===== config.mk =====
export PLATFORM = sky130hd
export DESIGN_NAME = fwd_scoreboard_unit
export DESIGN_NICKNAME = d
export VERILOG_FILES = /design/src/rtl/fwd_pkg.sv /design/src/rtl/fwd_port_lookup.sv /design/src/rtl/fwd_scoreboard_unit.sv
export SDC_FILE = /design/constraint.sdc
export NUM_CORES = 1
export LEC_CHECK = 0
export CORE_ASPECT_RATIO = 1.1
export CORE_MARGIN = 8
export CORE_UTILIZATION = 56
export CTS_BUF_LIST = sky130_fd_sc_hd__clkbuf_4 sky130_fd_sc_hd__clkbuf_8
export DETAILED_ROUTE_END_ITERATION = 12
export GPL_ROUTABILITY_DRIVEN = 0
export GPL_TIMING_DRIVEN = 0
export PLACE_DENSITY = 0.93
export SLEW_MARGIN = 30
export SYNTH_ARGS = -nofsm -noshare
export SYNTH_HDL_FRONTEND = slang
export SYNTH_SLANG_ARGS = --single-unit

===== constraint.sdc =====
create_clock -name clk -period 5.4 [get_ports clk]
set_input_delay 1.08 -clock clk [delete_from_list [all_inputs] [get_ports clk]]
set_output_delay 1.08 -clock clk [all_outputs]
set_load 0.005 [all_outputs]

===== src/rtl/fwd_pkg.sv =====
// Shared constants and the shadow-entry layout for the forwarding scoreboard.
// Select encoding: 0 reads the regfile, k forwards the result held in tracked stage k.
package fwd_pkg;

    localparam int FWD_REGFILE = 0;
    localparam int FWD_EXE     = 1;
    localparam int FWD_MEM     = 2;
    localparam int FWD_WB      = 3;

    localparam int FWD_AW = 5;
    localparam int FWD_LW = 2;

    // Default-configuration entry: valid, destination register, result-ready countdown.
    typedef struct packed {
        logic              v;
        logic [FWD_AW-1:0] addr;
        logic [FWD_LW-1:0] cnt;
    } fwd_entry_t;

endpackage


===== src/rtl/fwd_port_lookup.sv =====
// Priority matcher for one ID read port: youngest matching in-flight write decides.
// Purely combinational, zero latency; a matching entry that is not yet ready raises hazard.
module fwd_port_lookup
    import fwd_pkg::*;
#(
    parameter int AW    = 5,
    parameter int DEPTH = 3,
    parameter int SW    = 2
) (
    input  logic                  active,
    input  logic [AW-1:0]         addr,
    input  logic [DEPTH-1:0]      ent_v,
    input  logic [DEPTH*AW-1:0]   ent_addr,
    input  logic [DEPTH-1:0]      ent_rdy,
    output logic [SW-1:0]         sel,
    output logic                  hazard
);

    // Scan oldest to youngest so the youngest match overrides any older one.
    always_comb begin
        sel    = SW'(FWD_REGFILE);
        hazard = 1'b0;
        for (int k = DEPTH - 1; k >= 0; k--) begin
            if (active && ent_v[k] && (ent_addr[k*AW +: AW] == addr)) begin
                sel    = ent_rdy[k] ? SW'(FWD_EXE + k) : SW'(FWD_REGFILE);
                hazard = ~ent_rdy[k];
            end
        end
    end

endmodule


===== src/rtl/fwd_scoreboard_unit.sv =====
// Shadow pipeline of in-flight register writes driving operand forward selects and load-use stall.
// Selects and stall are combinational from registered state; stall holds ID and bubbles EXE.
module fwd_scoreboard_unit
    import fwd_pkg::*;
#(
    parameter int AW    = 5,
    parameter int NRP   = 2,
    parameter int DEPTH = 3,
    parameter int LW    = 2,
    parameter int SW    = 2
) (
    input  logic                clk,
    input  logic                nrst,
    input  logic                id_valid,
    input  logic [NRP-1:0]      id_rd_en,
    input  logic [NRP*AW-1:0]   id_rd_addr,
    input  logic                id_wr_en,
    input  logic [AW-1:0]       id_wr_addr,
    input  logic [LW-1:0]       id_wr_lat,
    input  logic                flush,
    output logic                stall,
    output logic [NRP*SW-1:0]   fwd_sel,
    output logic [15:0]         stall_cnt
);

    typedef struct packed {
        logic          v;
        logic [AW-1:0] addr;
        logic [LW-1:0] cnt;
    } entry_t;

    localparam logic [LW-1:0] MAX_CNT = LW'(DEPTH - 1);

    entry_t                ent [DEPTH];
    logic [DEPTH-1:0]      ent_v;
    logic [DEPTH-1:0]      ent_rdy;
    logic [DEPTH*AW-1:0]   ent_addr;
    logic [NRP-1:0]        hazard;
    logic                  issue;
    logic [LW-1:0]         lat_clamp;

    always_comb begin
        ent_v    = '0;
        ent_rdy  = '0;
        ent_addr = '0;
        for (int k = 0; k < DEPTH; k++) begin
            ent_v[k]              = ent[k].v;
            ent_rdy[k]            = (ent[k].cnt == '0);
            ent_addr[k*AW +: AW]  = ent[k].addr;
        end
    end

    for (genvar p = 0; p < NRP; p++) begin : g_port
        logic port_active;
        assign port_active = id_valid & id_rd_en[p] & (id_rd_addr[p*AW +: AW] != '0);

        fwd_port_lookup #(
            .AW    (AW),
            .DEPTH (DEPTH),
            .SW    (SW)
        ) u_lookup (
            .active   (port_active),
            .addr     (id_rd_addr[p*AW +: AW]),
            .ent_v    (ent_v),
            .ent_addr (ent_addr),
            .ent_rdy  (ent_rdy),
            .sel      (fwd_sel[p*SW +: SW]),
            .hazard   (hazard[p])
        );
    end

    // A squashed instruction neither stalls nor enters the shadow pipeline.
    assign stall     = (|hazard) & ~flush;
    assign issue     = id_valid & ~stall & ~flush & id_wr_en & (id_wr_addr != '0);
    assign lat_clamp = (id_wr_lat > MAX_CNT) ? MAX_CNT : id_wr_lat;

    always_ff @(posedge clk) begin
        if (!nrst) begin
            for (int k = 0; k < DEPTH; k++) begin
                ent[k] <= '0;
            end
            stall_cnt <= '0;
        end else begin
            ent[0] <= issue ? {1'b1, id_wr_addr, lat_clamp} : '0;
            for (int k = 1; k < DEPTH; k++) begin
                ent[k].v    <= ent[k-1].v;
                ent[k].addr <= ent[k-1].addr;
                ent[k].cnt  <= (ent[k-1].cnt == '0) ? '0 : ent[k-1].cnt - 1'b1;
            end
            if (stall && (stall_cnt != 16'hFFFF)) begin
                stall_cnt <= stall_cnt + 16'd1;
            end
        end
    end

endmodule


# Word-level counts from Yosys, hierarchy flattened

Memories as Yosys holds them, arrays and structs flattened.
Index checks and enable logic that the tools add are counted.

Flip-flop bits (word level): 16
Bits in writable memories: 24
Input port bits: 24
Output and inout port bits: 21
Memories kept: 1

Memory list:

| name | depth | bits a word | rd ports | clocked after Yosys merged registers in | write ports | RTL line                  | text |
|---|---|---|---|---|---|---|---|
| ent  | 3     | 8           | 3        | 0                                       | 3           | fwd_scoreboard_unit.sv:34 | `entry_t ent [DEPTH];` |

Add/subtract/negate cells: 3
Order comparisons: 1
Eq/ne operators: 7
Multiplexer cells: 28
Bitwise logic cells: 21
Reduce and logical (&&, ||, !) cells: 20

Operators by type and width:

| cell                                              | number |
|---|---|
| equality test 5 bit                               | 6 |
| two-way mux 2 bit                                 | 13 |
| adder 16 x 1 -> 16 bit (second input constant)    | 1 |
| two-way mux 8 bit                                 | 2 |
| inequality test 16 bit (second input constant)    | 1 |
| nonzero test 5 bit                                | 3 |
| logical AND 1 bit                                 | 13 |
| two-way mux 1 bit                                 | 11 |
| two-way mux 5 bit                                 | 2 |
| AND 1 bit                                         | 9 |
| bitwise OR 1 bit                                  | 7 |
| zero test 2 bit                                   | 3 |
| inverter 1 bit                                    | 5 |
| subtractor 2 x 1 -> 2 bit (second input constant) | 2 |
| > comparator 2 bit (second input constant)        | 1 |
| OR reduction 2 bit                                | 1 |

# Longest topological paths before layout

Depth after elaboration: 16
Gate-level depth with buffers: 11
Gate-level depth less buffers: 10

# Cells and area by module

Synthesis repeated with hierarchy kept, for this count alone.

Cell total of the unflattened synthesis: 231
Area total of the unflattened synthesis: 2125.8 µm²

By module, submodules not included:

| module              | instances | cells an instance | area an instance (µm²) |
|---|---|---|---|
| fwd_scoreboard_unit | 1         | 163               | 1625.3 |
| fwd_port_lookup     | 2         | 34                | 250.2 |

# Least setup slack after synthesis

OpenSTA, ideal clock, no wires.

Path kind: input-to-output
Start point: input port id_rd_addr[1]
End point: output port fwd_sel[0]
Arrival: 2528 ps
Path slack: 1792 ps
Stages: 5
Path buffers: 0
Cell sequence: or4_4 nor2_4 nor4b_2 or4_1 o21ai_0

Longest elaborated chain between the ends: 7
Elaborated cells on any way between the ends: 14
Classes of those cells: eq/ne: 3; mux: 3; bitwise: 1; reduce/logical: 7

Ends and longest elaborated chain:

| item                           | RTL line                  | text |
|---|---|---|
| from (decl)                    | fwd_scoreboard_unit.sv:16 | `input logic [NRP*AW-1:0] id_rd_addr,` |
| nonzero test 5 bit             | fwd_scoreboard_unit.sv:55 | `assign port_active = id_valid & id_rd_en[p] & (id_rd_addr[p*AW +: AW] != '0);` |
| AND 1 bit                      | fwd_scoreboard_unit.sv:55 |  |
| logical AND 1 bit (2 in a row) | fwd_port_lookup.sv:24     | `if (active && ent_v[k] && (ent_addr[k*AW +: AW] == addr)) begin` |
| two-way mux 2 bit (2 in a row) | fwd_port_lookup.sv:24     |  |
| two-way mux 2 bit (*)          | fwd_port_lookup.sv:24     |  |
| to (decl)                      | fwd_scoreboard_unit.sv:22 | `output logic [NRP*SW-1:0] fwd_sel,` |

Mark *: on every way between the ends. The rest lies on a longest branch, timed or not.

# Worst setup path in the final report

Ends and elaborated chain as after synthesis.

==> flow_results.xml <==
<?xml version="1.0" encoding="UTF-8"?>
<metrics>
  <group name="grt">
    <metric name="first_global_vias" unit="">1873</metric>
    <metric name="overall_global_routing_resource_usage" unit="%">18.5</metric>
    <metric name="pin_count_of_the_biggest_net_entering_global_routing" unit="">12</metric>
    <metric name="antenna_violations_before_repair" unit="">0</metric>
    <metric name="wire_length_of_the_first_global_routing_pass" unit="um">8460</metric>
    <metric name="global_route.overflow_total" unit="">0</metric>
  </group>
  <group name="pwr">
    <metric name="powerDensity" unit="nW/um^2">204</metric>
    <metric name="p_leak" unit="nW">0.918</metric>
    <metric name="worst_ir_drop_vdd" unit="mV">0.224</metric>
  </group>
  <group name="floorplanning">
    <metric name="initial_core_util" unit="%">58.0</metric>
    <metric name="floorplan.core_area" unit="um^2">3600</metric>
    <metric name="top_level_ports" unit="">45</metric>
    <metric name="die_w" unit="um">74.2</metric>
    <metric name="fp-row-count" unit="">23</metric>
    <metric name="die_height" unit="um">80.0</metric>
    <metric name="floorplan.die_area" unit="um^2">5940</metric>
  </group>
  <group name="worst_hold_path">
    <metric name="hold-path-endpoint" unit="">ent[1][0]</metric>
    <metric name="timing.hold.worst.start" unit="">ent[0][0]</metric>
    <metric name="min_path_type" unit="">register to register</metric>
    <metric name="holdPathStages" unit="">1</metric>
  </group>
  <group name="clocking">
    <metric name="cts_sinks" unit="">40</metric>
    <metric name="ctsResizeCount" unit="">0</metric>
    <metric name="cts_hold_buf" unit="">0</metric>
    <metric name="cts_tree" unit="">done</metric>
    <metric name="postCtsSetupRepairBufs" unit="">0</metric>
    <metric name="clk_pin_slew" unit="ns">0.08</metric>
    <metric name="htree_num_levels" unit="">2</metric>
    <metric name="cts_max_path_buffers" unit="">2</metric>
    <metric name="cts_root_buffer" unit="">sky130_fd_sc_hd__clkbuf_8</metric>
    <metric name="tritoncts.num_buffers" unit="">5</metric>
    <metric name="clock_latency" unit="ns">0.30</metric>
  </group>
  <group name="drt">
    <metric name="routedWlPerCell" unit="um">15.1</metric>
    <metric name="initialDrtViolationCount" unit="">141</metric>
    <metric name="detailed_routing_iteration_count_for_the_pre_antenna_repair_pass" unit="">4</metric>
    <metric name="drt_drc_violations_left" unit="">0</metric>
    <metric name="detail_route.vias_per_cell" unit="">5.47</metric>
    <metric name="antenna_left" unit="">0</metric>
    <metric name="routed_wl" unit="um">5140</metric>
    <metric name="dr_total_vias" unit="">1859</metric>
  </group>
  <group name="logic_synthesis">
    <metric name="synth-edff-count" unit="">0</metric>
    <metric name="netlist-cell-type-count" unit="">41</metric>
    <metric name="yosys_register_bits" unit="">40</metric>
    <metric name="synthesis.area_per_instance" unit="um^2">8.73</metric>
    <metric name="number_of_synthesis_warnings" unit="">0</metric>
    <metric name="postSynth.topFlopCell" unit="">sky130_fd_sc_hd__dfxtp_1</metric>
    <metric name="synthCells" unit="">239</metric>
    <metric name="asyncSetResetFlopFracSynth" unit="%">0</metric>
    <metric name="synth_area" unit="um^2">2090</metric>
    <metric name="post_synthesis_sequential_area_ratio" unit="%">38.4</metric>
    <metric name="postSynthNetCount" unit="">266</metric>
  </group>
  <group name="timing">
    <metric name="timing.hold.ws" unit="ns">0.439</metric>
    <metric name="rsz0062_at_grt" unit="">false</metric>
    <metric name="max_clock_freq" unit="GHz">0.207</metric>
    <metric name="final.setup.tns" unit="ns">0</metric>
    <metric name="setup_viol" unit="">0</metric>
    <metric name="final_min_period_over_clock_period" unit="%">89.3</metric>
    <metric name="final_max_slew_viol_count" unit="">0</metric>
    <metric name="hold_viol_final" unit="">0</metric>
    <metric name="slew_headroom" unit="%">49.9</metric>
    <metric name="clk_skew" unit="ns">0.00877</metric>
    <metric name="fin_crit" unit="ns">4.82</metric>
    <metric name="worstMarginPinSlew" unit="ns">0.745</metric>
  </group>
  <group name="setup_path">
    <metric name="timing.setup.critical_path_class" unit="">input port to output port</metric>
    <metric name="critical_path.startpoint_type" unit="">input port</metric>
    <metric name="crit_path_max_fanout" unit="">5</metric>
    <metric name="r2r_setup_slack" unit="ns">2.95</metric>
    <metric name="worst_r2r_endpoint" unit="">stall_cnt[3]</metric>
    <metric name="r2r_start" unit="">ent[0][5]</metric>
    <metric name="crit_path_end_kind" unit="">output port</metric>
    <metric name="critical_path_rt" unit="ns">4.32</metric>
    <metric name="ff2ff_path_depth" unit="">8</metric>
    <metric name="worst-endpoint-arrival" unit="ns">3.74</metric>
  </group>
  <group name="place">
    <metric name="place_area" unit="um^2">2590</metric>
    <metric name="port-buffer-count" unit="">44</metric>
    <metric name="detailedPlacementHpwl" unit="um">4000</metric>
  </group>
  <group name="run">
    <metric name="max-cap-violations" unit="">0</metric>
  </group>
  <group name="finish">
    <metric name="final_cell_area" unit="um^2">2670</metric>
    <metric name="antenna_cells_inserted" unit="">0</metric>
    <metric name="postLayoutCoreUtil" unit="%">74.3</metric>
    <metric name="multi_input_comb_area" unit="um^2">1220</metric>
    <metric name="syn2layout_area_growth" unit="%">28.0</metric>
    <metric name="seq_area" unit="um^2">801</metric>
    <metric name="fraction_of_final_layout_cells_with_drive_strength_greater_than_1" unit="%">5.52</metric>
    <metric name="nNetsFinal" unit="">317</metric>
    <metric name="nFillCells" unit="">262</metric>
  </group>
  <group name="status">
    <metric name="run_status" unit="">completed</metric>
  </group>
</metrics>
==> critical path, cell delays in order <==
cell and delay (ns):
sky130_fd_sc_hd__clkdlybuf4s50_1 0.52, sky130_fd_sc_hd__or4_4 0.59, sky130_fd_sc_hd__nor2_4 0.15, sky130_fd_sc_hd__nor4b_2 0.10, sky130_fd_sc_hd__or4_1 0.53, sky130_fd_sc_hd__o21ai_0 0.22, sky130_fd_sc_hd__clkdlybuf4s50_1 0.55
==> cells by family (layout without fill, tap and decap cells) <==
logic type	Yosys count	after routing	share of synthesized area [%]
simple gates	105	105	29.7
flops	40	40	38.4
compound gates	37	37	11.7
xor+xnor	35	35	14.7
buf+inv	18	69	3.30
fa+ha+maj	3	3	1.80
mux	1	1	0.480
==> registers in the layout, summed over array words and instances, names as in the netlist <==
signal     cells
ent           24
stall_cnt     16
==> layout make-up <==
type	instances	area share [%]
multi-input combinational	181	45.6
sequential	40	30.0
timing repair buffer	44	16.5
clock buffer	6	2.86
tap	50	2.34
inverter	13	1.83
buffer	5	0.749
clock inverter	1	0.187
==> cell usage after synthesis, drive strengths merged, types with 3 or more instances <==
cell type	count	share of area [%]
nand4	6	1.8
nor2	17	3.4
xnor2	25	10
o21ai	11	2.6
dfxtp	40	38
or3	6	1.8
o2111ai	3	1.3
xor2	10	4.2
inv	13	2.3
ha	3	1.8
and2	19	5.7
or4	5	2.0
clkbuf	4	0.72
nand2	12	2.2
nor4	4	2.2
a21oi	13	3.1
nor3	9	2.2
nand3	14	3.4
and3	3	0.90
==> power breakdown <==
part           switching [mW]  internal (mW)  total, mW  leakage [nW]
registers             0.00191          0.297      0.299         0.323
clock network           0.101         0.0929      0.194        0.0445
logic                  0.0244         0.0271     0.0515         0.551
==> per-layer routing <==
metal  global-route usage [%]  share of wire, %  vias up
met5                        0                 0        -
met4                     6.80               2.1        0
met3                     5.78               4.1       11
met2                     32.0                50       39
met1                     20.6                44      866
li1                         -                 -      943
==> per-stage QoR <==
step / cells / worst slack (ns) / total power [mW]
2_1_floorplan: 239 / 1.79 / 0.327
3_3_place_gp: 333 / 0.629 / 0.355
3_5_place_dp: 333 / 0.579 / 0.357
4_1_cts: 340 / 0.584 / 0.544
5_1_grt: 340 / 0.433 / 0.565
6_report: 340 / 0.579 / 0.545
==> worst max path at each step <==
stage / startpoint / to / slack (ns)
5_1_grt: id_rd_addr[0] / stall / 0.43
3_3_place_gp: id_rd_addr[1] / stall / 0.63
6_report: id_rd_addr[1] / fwd_sel[0] / 0.58
4_1_cts: id_rd_addr[1] / fwd_sel[0] / 0.58
3_5_place_dp: id_rd_addr[1] / fwd_sel[0] / 0.58
2_1_floorplan: id_rd_addr[1] / fwd_sel[0] / 1.79
==> placed cells by master, fill, tap and decap left out, types with 9 or more instances in the layout <==
master,synthesis,layout
sky130_fd_sc_hd__dfxtp_1,40,40
sky130_fd_sc_hd__o21ai_0,11,11
sky130_fd_sc_hd__clkdlybuf4s50_1,0,44
sky130_fd_sc_hd__xnor2_1,25,25
sky130_fd_sc_hd__nor2_1,16,16
sky130_fd_sc_hd__nor3_1,9,9
sky130_fd_sc_hd__a21oi_1,13,13
sky130_fd_sc_hd__xor2_1,10,10
sky130_fd_sc_hd__and2_1,19,19
sky130_fd_sc_hd__inv_1,13,13
sky130_fd_sc_hd__nand2_1,12,12
sky130_fd_sc_hd__nand3_1,14,14
(Power assumes the default switching activity.)
